[config.mk]
export PLATFORM = sky130hd
export DESIGN_NAME = fifo_stream_drain
export DESIGN_NICKNAME = d
export VERILOG_FILES = /design/src/rtl/fifo_stream_drain.sv
export SDC_FILE = /design/constraint.sdc
export NUM_CORES = 1
export LEC_CHECK = 0
export ABC_CLOCK_PERIOD_IN_PS = 5700
export CAP_MARGIN = 40
export CORE_ASPECT_RATIO = 0.75
export CORE_MARGIN = 10
export CORE_UTILIZATION = 60
export CTS_BUF_LIST = sky130_fd_sc_hd__clkbuf_8
export CTS_CLUSTER_DIAMETER = 200
export DETAILED_ROUTE_END_ITERATION = 10
export PLACE_DENSITY = 0.89
export SYNTH_ARGS = -nofsm -noshare
export SYNTH_HDL_FRONTEND = slang
export SYNTH_SLANG_ARGS = --single-unit
[constraint.sdc]
create_clock -name t_clk -period 5.7 [get_ports t_clk]
set_clock_uncertainty 0.2 [all_clocks]
set_input_delay 1.14 -clock t_clk [delete_from_list [all_inputs] [get_ports t_clk]]
set_output_delay 1.14 -clock t_clk [all_outputs]
set_load 0.01 [all_outputs]
[src/rtl/fifo_stream_drain.sv]
// fifo_stream_drain
//   Read-side drain stage for the single-port-RAM FIFO. It issues read strobes,
//   absorbs the FIFO's fixed read latency and presents the words on a
//   valid/ready stream. A small skid buffer is filled under a credit rule, so
//   back-pressure never loses or duplicates a word.
//
// Ports
//   t_clk       rising-edge clock (FIFO read-port clock)
//   rst         synchronous reset, active-high
//   enable      run request; 0 stops new reads, in-flight words still delivered
//   fifo_empty  FIFO empty flag
//   fifo_r_en   FIFO read strobe, one word per high cycle
//   fifo_rdata  FIFO read data, valid RD_LATENCY cycles after fifo_r_en
//   m_valid     stream word valid
//   m_ready     downstream accept
//   m_data      stream word
//   busy        FSM not idle or buffer non-empty
//   words_out   accepted stream beats, wraps modulo 2^CNT_WIDTH
//
// state | meaning
// IDLE  | no reads issued, waiting for enable
// RUN   | reads issued while FIFO non-empty and credit available
// STOP  | enable dropped, waiting for in-flight reads to land
module fifo_stream_drain #(
    parameter int DATA_WIDTH = 32,
    parameter int RD_LATENCY = 1,
    parameter int BUF_DEPTH  = 4,
    parameter int CNT_WIDTH  = 32
) (
    input  logic                  t_clk,
    input  logic                  rst,
    input  logic                  enable,
    input  logic                  fifo_empty,
    output logic                  fifo_r_en,
    input  logic [DATA_WIDTH-1:0] fifo_rdata,
    output logic                  m_valid,
    input  logic                  m_ready,
    output logic [DATA_WIDTH-1:0] m_data,
    output logic                  busy,
    output logic [CNT_WIDTH-1:0]  words_out
);

    localparam int PTR_W = (BUF_DEPTH > 1) ? $clog2(BUF_DEPTH) : 1;
    localparam int OCC_W = $clog2(BUF_DEPTH + 1);
    localparam int INF_W = $clog2(RD_LATENCY + 1);

    if (RD_LATENCY < 1 || RD_LATENCY > 4) begin : g_bad_latency
        $error("fifo_stream_drain: RD_LATENCY must be in 1..4");
    end
    if (BUF_DEPTH < RD_LATENCY + 2) begin : g_bad_depth
        $error("fifo_stream_drain: BUF_DEPTH must be >= RD_LATENCY+2");
    end

    typedef enum logic [1:0] {
        IDLE = 2'd0,
        RUN  = 2'd1,
        STOP = 2'd2
    } state_t;

    state_t                  state_q, state_d;
    logic [RD_LATENCY-1:0]   pipe_q, pipe_d;
    logic [PTR_W-1:0]        wr_ptr_q, wr_ptr_d;
    logic [PTR_W-1:0]        rd_ptr_q, rd_ptr_d;
    logic [OCC_W-1:0]        occ_q, occ_d;
    logic [CNT_WIDTH-1:0]    words_q, words_d;
    logic [DATA_WIDTH-1:0]   buf_q [BUF_DEPTH];

    logic [INF_W-1:0]        inflight;
    logic                    credit_ok;
    logic                    capture;
    logic                    accept;

    // Pointers wrap by compare-and-clear so non-power-of-2 depths work.
    function automatic logic [PTR_W-1:0] ptr_inc(input logic [PTR_W-1:0] p);
        if (p == PTR_W'(BUF_DEPTH - 1)) begin
            return '0;
        end
        return p + PTR_W'(1);
    endfunction

    always_comb begin
        inflight = '0;
        for (int i = 0; i < RD_LATENCY; i++) begin
            inflight = inflight + INF_W'(pipe_q[i]);
        end
    end

    // Credit counts words already buffered plus reads still in the latency
    // pipe; a pop in the same cycle is deliberately not credited so the
    // read strobe never depends on m_ready.
    assign credit_ok = (int'(occ_q) + int'(inflight)) < BUF_DEPTH;
    assign fifo_r_en = (state_q == RUN) && !fifo_empty && credit_ok;

    assign capture   = pipe_q[RD_LATENCY-1];
    assign m_valid   = (occ_q != '0);
    assign m_data    = buf_q[rd_ptr_q];
    assign accept    = m_valid && m_ready;
    assign busy      = (state_q != IDLE) || m_valid;
    assign words_out = words_q;

    always_comb begin
        state_d = state_q;
        case (state_q)
            IDLE: if (enable) state_d = RUN;
            RUN:  if (!enable) state_d = STOP;
            STOP: begin
                if (enable) begin
                    state_d = RUN;
                end else if (inflight == '0) begin
                    state_d = IDLE;
                end
            end
            default: state_d = IDLE;
        endcase
    end

    always_comb begin
        // Shift in the new strobe; the cast drops the oldest stage.
        pipe_d   = RD_LATENCY'({pipe_q, fifo_r_en});
        wr_ptr_d = capture ? ptr_inc(wr_ptr_q) : wr_ptr_q;
        rd_ptr_d = accept  ? ptr_inc(rd_ptr_q) : rd_ptr_q;
        words_d  = accept  ? words_q + CNT_WIDTH'(1) : words_q;
        occ_d    = occ_q;
        case ({capture, accept})
            2'b10:   occ_d = occ_q + OCC_W'(1);
            2'b01:   occ_d = occ_q - OCC_W'(1);
            default: occ_d = occ_q;
        endcase
    end

    always_ff @(posedge t_clk) begin
        if (rst) begin
            state_q  <= IDLE;
            pipe_q   <= '0;
            wr_ptr_q <= '0;
            rd_ptr_q <= '0;
            occ_q    <= '0;
            words_q  <= '0;
            for (int i = 0; i < BUF_DEPTH; i++) begin
                buf_q[i] <= '0;
            end
        end else begin
            state_q  <= state_d;
            pipe_q   <= pipe_d;
            wr_ptr_q <= wr_ptr_d;
            rd_ptr_q <= rd_ptr_d;
            occ_q    <= occ_d;
            words_q  <= words_d;
            if (capture) begin
                buf_q[wr_ptr_q] <= fifo_rdata;
            end
        end
    end

    // The credit rule makes this unreachable; firing means the credit
    // accounting is broken.
    a_no_overflow: assert property (@(posedge t_clk) disable iff (rst)
        !(capture && (occ_q == OCC_W'(BUF_DEPTH))));

endmodule

# Word-level counts from Yosys, hierarchy flattened
# Memories as Yosys holds them, arrays and structs flattened. A register that Yosys moved wholly into a read port is not among the register bits.
# Cells that the tools add are included.
dict set report totals {
  in_bits 37
  out_inout_bits 67
  regBits 42
  mem_bits_rw 128
  n_memories 1
}
dict set report classes {
  mux 22
  n_eq_ne 9
  add_sub_neg 6
  order_cmp 1
  reduce_logical 11
}
# name words width read_ports rd_clocked_by_memory_dff write_ports line_no
set mem_list {}
lappend mem_list {buf_q 4 32 1 1 4 66} ;# logic [DATA_WIDTH-1:0] buf_q [BUF_DEPTH];
# cell count
set op_table {}
lappend op_table {{$add 32x1->32 const B} 1}
lappend op_table {{$mux 32} 1}
lappend op_table {{$reduce_or 32->1} 1}
lappend op_table {{$mux 2} 11}
lappend op_table {{$eq 2x2->1 const B} 4}
lappend op_table {{$mux 1} 8}
lappend op_table {{$pmux 2 s3} 1}
lappend op_table {{$pmux 3 s2} 1}
lappend op_table {{$add 2x1->2 const B} 2}
lappend op_table {{$add 3x1->4} 1}
lappend op_table {{$eq 2x1->1 const B} 2}
lappend op_table {{$lt 4x3->1 const B} 1}
lappend op_table {{$ne 2x2->1 const B} 2}
lappend op_table {{$reduce_bool 2->1} 2}
lappend op_table {{$add 3x1->3 const B} 1}
lappend op_table {{$logic_and 1x1->1} 3}
lappend op_table {{$ne 3x3->1 const B} 1}
lappend op_table {{$reduce_and 3->1} 1}
lappend op_table {{$reduce_bool 3->1} 1}
lappend op_table {{$sub 3x1->3 const B} 1}
lappend op_table {{$logic_not 2->1} 1}
lappend op_table {{$logic_not 1->1} 1}
lappend op_table {{$logic_or 1x1->1} 1}

# Logic depth before layout (Yosys ltp)
# Gate-level depths: netlist of run 1.
dict set report depth {
  ltp_word 5
  ltp_mapped 9
  mapped_depth_nobuf 8
}

# Least setup slack after synthesis of run 1
# Ideal clock, no wire load.
dict set report synth_path {
  path_type {in2reg}
  start {input m_ready}
  end {register occ_q[2]}
  t_arrival_ns 2.736
  setup_time_ns 0.070
  cell_stages 9
  required_ns 5.430
  slack_ns 2.694
  path_cell_list {o31ai_1 > clkbuf_1 > clkinv_1 > ha_1 > inv_1 > fa_1 > xor2_1 > or3_1 > a21oi_1}
}
dict set report synth_via {
  elab_chain_cells 3
}
# element line_no
set synth_rtl {}
lappend synth_rtl {{from (decl)} 37} ;# input logic m_ready,
lappend synth_rtl {{$logic_and 1x1->1 (*)} 97} ;# assign accept = m_valid && m_ready;
lappend synth_rtl {{via accept} 71} ;# logic accept;
lappend synth_rtl {{$eq 2x1->1 or $eq 2x2->1 (tied branches)} 124} ;# case ({capture, accept})
lappend synth_rtl {{$pmux 3 s2 or $reduce_bool 2->1 (tied branches)} --}
lappend synth_rtl {{to (signal assigned)} 137} ;# occ_q <= '0;
lappend synth_rtl {{to (signal assigned)} 147} ;# occ_q <= occ_d;
lappend synth_rtl {{to (decl)} 64} ;# logic [OCC_W-1:0] occ_q, occ_d;
# Mark *: on every way through the listed nets, which the timed path passes. The rest lies on a longest branch.
# A chain may end at the register's enable or synchronous reset.

==> impl_metrics.env, run 1 <==
export IMPL_status="completed"
export IMPL_worst_slack_ns=1.65
export IMPL_chipHeight_um=117
export IMPL_slowest_delay_ns=0.81
export IMPL_criticalPathCategory="reg2out"
export IMPL_io_pins=104
export IMPL_clock_power_share=0.336
export IMPL_tritoncts="built"
export IMPL_synth_area_leader_cell="edfxtp_1"
export IMPL_wirelength_mm=16.3
export IMPL_drive_gt1_frac=0.124
export IMPL_finish_net_count=692
export IMPL_cts_hold_buffers_added=0
export IMPL_tightest_slew_ns=0.875
export IMPL_start_kind="flip-flop"
export IMPL_fmax_ghz=0.247
export IMPL_ys_top_cells_by_count="129 x and2_1, 128 x edfxtp_1, 44 x dfxtp_1"
export IMPL_drc=0
export IMPL_port_buffers=103
export IMPL_cts_resized=0
export IMPL_grtUsageMet2=0.334
export IMPL_post_place_ws_ns=1.92
export IMPL_synthFlopType="edfxtp_1"
export IMPL_vdd_drop_max_mv=0.195
export IMPL_ys_warn_count=0
export IMPL_die_width_um=149
export IMPL_dp_hpwl_mm=10.7
export IMPL_synth_area_leaders="edfxtp_1 51%, dfxtp_1 12%, and2_1 11%"
export IMPL_core_sq_um=12300
export IMPL_setup_tns_ns=0
export IMPL_comb_power_share=0.112
export IMPL_cp_required_ns=4.36
export IMPL_ys_seq_elements=172
export IMPL_antenna_found_initial=0
export IMPL_antenna_left=0
export IMPL_cp_num_buf_inv=2
export IMPL_clock_path_buffers=2
export IMPL_hold_viol_final=0
export IMPL_cts_setup_buffers=0
export IMPL_p_per_area_nw_per_um2=282
export IMPL_die_area_sq_um=17500
export IMPL_wl_per_cell_um=19.7
export IMPL_synth_nets=592
export IMPL_viasPerCell=5.84
export IMPL_area_growth_pct=21.6
export IMPL_synth_most_common_cell="and2_1"
export IMPL_seq_power_share=0.551
export IMPL_rows=35
export IMPL_place_gp_congestion=0.828
export IMPL_grt_pass1_wl_mm=26.6
export IMPL_min_delay_path_class="reg2reg"
export IMPL_cp_end_kind="primary output"
export IMPL_synth_top_cell_area_share=0.511
export IMPL_top_usage_layer="met2"
export IMPL_first_pass_iters=5
export IMPL_cap_viol_max_count=0
export IMPL_critPathArrivalTime_ns=2.71
export IMPL_syn_inst=550
export IMPL_cts_sinks=172
export IMPL_total_leakage_power_nw=3.13
export IMPL_cts_max_level=4
export IMPL_clock_root_buffer="clkbuf_8"
export IMPL_cellInternalPower_mw=1.99
export IMPL_synth_area_per_cell_sq_um=13.7
export IMPL_finalCriticalPeriod_ns=4.05
export IMPL_use_met3=0.0565
export IMPL_hold_ws_ns=0.274
export IMPL_drt_iter0_markers=407
export IMPL_cts_buffers=17
export IMPL_rsz0062_at_grt="false"
export IMPL_grt_overflow=0
export IMPL_crit_slowest_cell="dfxtp_2"
export IMPL_path_delay_family="buffers and inverters"
export IMPL_grt_max_degree=52
export IMPL_clock_latency_ns=0.45
export IMPL_yosysUniqueCellTypes=37
export IMPL_netlist_area_sq_um=7520
export IMPL_p_switching_mw=0.589
export IMPL_grt_pass1_vias=5131
export IMPL_vias=4840
export IMPL_async_flop_share=0
export IMPL_worstPathCellList="buf_4 > mux4_2 > clkdlybuf4s50_1"
export IMPL_met1_usage=0.236
export IMPL_diodes=0
export IMPL_netSwitchingFraction=0.228
export IMPL_clk_pin_slew_ns=0.08
export IMPL_cp_max_fo=21
export IMPL_start_util=0.613
export IMPL_relSlewSlack=0.417
export IMPL_period_share=0.710
export IMPL_finalMaxSlewViolations=0
export IMPL_setup_violations=0
export IMPL_track_usage=0.196
export IMPL_synth_edf_count=128
export IMPL_synth_seq_area_share=0.628
cells in the final DEF (no fill, tap or decap), types with 5 or more instances in the layout:
master / count
a21oi_1: 25
and2_1: 129
buf_4: 7
clkbuf_8: 18
clkdlybuf4s50_1: 103
dfxtp_1: 42
edfxtp_1: 128
inv_1: 11
mux4_2: 32
nand2_1: 15
nand3_1: 9
nand4_1: 9
nor2_1: 18
nor3_1: 6
o21ai_0: 8
o31ai_1: 13
or3_1: 11
or4_1: 19
xnor2_1: 5
xor2_1: 6
worst paths after layout:
check                                    from       endpoint  slack [ns]  cells after the start
worst max-delay path                flip-flop      m_data[8]        1.65                      3
worst min-delay path               state_q[1]     state_q[0]        0.27                      1
worst max register to register  words_out[10]  words_out[31]        3.00                      4
worst min register to register     state_q[1]     state_q[0]        0.27                      1
power by group through the flow:
| stage | registers (mW) | clock network, mW | logic [mW] |
|---|---|---|---|
| floorplan | 1.43 | 0 | 0.163 |
| global placement | 1.45 | 0 | 0.283 |
| detailed placement | 1.45 | 0 | 0.292 |
| CTS | 1.42 | 0.870 | 0.294 |
| global route | 1.43 | 0.926 | 0.311 |
| finish | 1.42 | 0.867 | 0.289 |
cell families (layout without fill, tap and decap cells):
| group | Yosys count | after routing | share of synthesized area |
|---|---|---|---|
| multiplexers | 36 | 36 | 0.102 |
| XOR/XNOR | 11 | 11 | 0.0128 |
| AO/OA/AOI/OAI | 49 | 49 | 0.0381 |
| flip-flops | 172 | 172 | 0.628 |
| buffers and inverters | 39 | 152 | 0.0206 |
| AND/OR/NAND/NOR | 238 | 238 | 0.189 |
| adder cells (fa/ha/maj) | 5 | 5 | 0.00932 |
per-layer routing:
layer / part of all wire / wire [um]
met2: 0.50 / 8220
met5: 0 / 0
met4: 0.012 / 196
met1: 0.40 / 6540
met3: 0.084 / 1380
per-stage QoR:
step	instances	total power, mW	instance area, sq um	utilization
after floorplan	550	1.59	7520	-
after global placement	796	1.73	8710	0.710
after detailed placement	797	1.74	8740	0.712
after CTS	829	2.59	9140	0.745
after global routing	829	2.67	9140	0.745
final	829	2.58	9140	0.745
flip-flops by register name, summed over array words and instances, names as in the netlist, named ones only:
register / cells
words_out: 32
capture: 1
state_q: 2
rd_ptr_q: 2
occ_q: 3
buf_q: 128
wr_ptr_q: 2
cell type report:
type	instances	area [sq um]
sequential	172	4730
fill	781	3120
timing repair buffer	111	1110
tap	166	208
clock buffer	18	248
inverter	9	33.8
multi-input combinational	339	2660
clock inverter	14	156
(Power assumes the default switching activity.)
==> inputs of run 2 (changes only) <==
- ABC_CLOCK_PERIOD_IN_PS: 5700 -> 3900
- CORE_UTILIZATION: 60 -> 57
- PLACE_DENSITY: 0.89 -> 0.86
- clock period: 5.7 -> 3.9 ns (I/O delays scaled with it)
==> run 2 against run 1 <==
Combinational power increased by 55%. Routed wire length increased by 1.9%. Clock-buffer cell count decreased by 1. Register-to-register slack got worse by 1.8 ns. Global-route usage decreased by 1.3 points. Non-clock buffer count increased by 4. Critical path type unchanged. Final cell count increased by 1.1%. Critical path depth unchanged. Flip-flop and latch count unchanged. Clock power increased by 43%.
==> impl_metrics.env, run 2 (synthesis gave the netlist of run 1 again) <==
export IMPL_grt_pass1_vias=5044
export IMPL_top_usage_layer="met2"
export IMPL_criticalPathCategory="reg2out"
export IMPL_cts_sinks=172
export IMPL_hold_depth=2
export IMPL_wl_per_cell_um=19.9
export IMPL_port_buffers=103
export IMPL_area_growth_pct=22.4
export IMPL_die_width_um=153
export IMPL_clock_latency_ns=0.44
export IMPL_io_pins=104
export IMPL_cap_viol_max_count=0
export IMPL_cts_setup_buffers=0
export IMPL_fillCellCount=862
export IMPL_reg2reg_from="words_out[3]"
export IMPL_dp_hpwl_mm=11.1
export IMPL_cts_buffers=17
export IMPL_r2r_end="words_out[31]"
export IMPL_stdcell_count=838
export IMPL_fmax_ghz=0.295
export IMPL_met1_usage=0.229
export IMPL_start_kind="flip-flop"
export IMPL_relSlewSlack=0.515
export IMPL_top_register="buf_q"
export IMPL_layout_commonest_cell="and2_1"
export IMPL_chipHeight_um=119
export IMPL_finalCriticalPeriod_ns=3.39
export IMPL_first_pass_iters=5
export IMPL_cp_max_fo=21
export IMPL_use_met3=0.0575
export IMPL_start_util=0.580
export IMPL_hold_viol_final=0
export IMPL_cts_hold_buffers_added=0
export IMPL_cts_max_level=4
export IMPL_finish_net_count=696
export IMPL_total_leakage_power_nw=3.15
export IMPL_largest_register_ffs=128
export IMPL_period_share=0.870
export IMPL_grt_pass1_wl_mm=26.8
export IMPL_viasPerCell=5.88
export IMPL_antenna_found_initial=0
export IMPL_reg2reg_depth=4
export IMPL_place_gp_congestion=0.830
export IMPL_grtUsageMet2=0.304
export IMPL_setup_tns_ns=0
export IMPL_tritoncts="built"
export IMPL_hp_start="rd_ptr_q[1]"
export IMPL_utilization=0.709
export IMPL_drt_iter0_markers=608
export IMPL_status="completed"
export IMPL_fin_area_sq_um=9200
export IMPL_clk_pin_slew_ns=0.08
export IMPL_critPathArrivalTime_ns=2.41
export IMPL_track_usage=0.183
export IMPL_dpl_instance_area_sq_um=8810
export IMPL_layout_common_cells="129 x and2_1, 128 x edfxtp_1, 103 x clkdlybuf4s50_1"
export IMPL_clock_path_buffers=2
export IMPL_clock_root_buffer="clkbuf_8"
export IMPL_die_area_sq_um=18200
export IMPL_grt_max_degree=51
export IMPL_cts_resized=0
export IMPL_r2r_slack_ns=1.24
export IMPL_dp_cells=806
export IMPL_drc=0
export IMPL_grt_overflow=0
export IMPL_diodes=0
export IMPL_setup_violations=0
export IMPL_rows=36
export IMPL_min_delay_path_class="reg2reg"
export IMPL_p_per_area_nw_per_um2=408
export IMPL_antenna_left=0
export IMPL_vias=4925
export IMPL_drive_gt1_frac=0.135
export IMPL_wirelength_mm=16.7
export IMPL_core_sq_um=13000
export IMPL_rsz0062_at_grt="false"
export IMPL_vdd_drop_max_mv=0.307
export IMPL_finalMaxSlewViolations=0
export IMPL_tightest_slew_ns=0.727
export IMPL_cp_required_ns=2.92
export IMPL_cp_end_kind="primary output"
run 2: changes by cell type in the layout (fill, tap and decap cells not counted), sizes merged:
cell / change
inv: +3
bufinv: -1
clkbuf: -1
buf: +4
clkinv: -1
run 2: routing by layer:
layer  up-vias  wire length [um]
met1      2436              6780
met3        25              1390
met4         0               267
met2       219              8220
met5         -                 0
li1       2245                 -
run 2: critical path, cell delays in order, from the launching register on:
cell and delay (ns):
dfxtp_2 0.63, buf_12 0.27, mux4_2 0.54, clkdlybuf4s50_1 0.52
run 2: how the worst max path moves through the flow:
stage | end | slack (ns) | depth (start not counted)
6_report | m_data[11] | 0.51 | 3
2_1_floorplan | occ_q[2] | 1.25 | 9
3_3_place_gp | words_out[31] | 0.77 | 6
5_1_grt | m_data[31] | 0.36 | 3
4_1_cts | m_data[11] | 0.42 | 3
3_5_place_dp | occ_q[2] | 0.70 | 10
run 2: area by class of cell:
class,instances,area (sq um),share of cell area
Clock buffer,17,234,0.0254
Clock inverter,15,160,0.0174
Inverter,9,33.8,0.00367
Multi-Input combinational cell,339,2660,0.289
Sequential cell,172,4730,0.514
Tap cell,171,214,0.0232
Timing Repair Buffer,115,1180,0.128
run 2: stage by stage:
| stage | total power, mW | worst slack (ns) | hold slack, ns |
|---|---|---|---|
| 2_1_floorplan | 2.32 | 1.25 | 0.240 |
| 3_3_place_gp | 2.54 | 0.774 | 0.261 |
| 3_5_place_dp | 2.56 | 0.700 | 0.274 |
| 4_1_cts | 3.78 | 0.422 | 0.286 |
| 5_1_grt | 3.89 | 0.360 | 0.325 |
| 6_report | 3.75 | 0.506 | 0.292 |
run 2: where the power goes:
part           switching, mW  internal [mW]
Clock                  0.659          0.579
Combinational          0.195          0.252
Sequential            0.0427           2.02
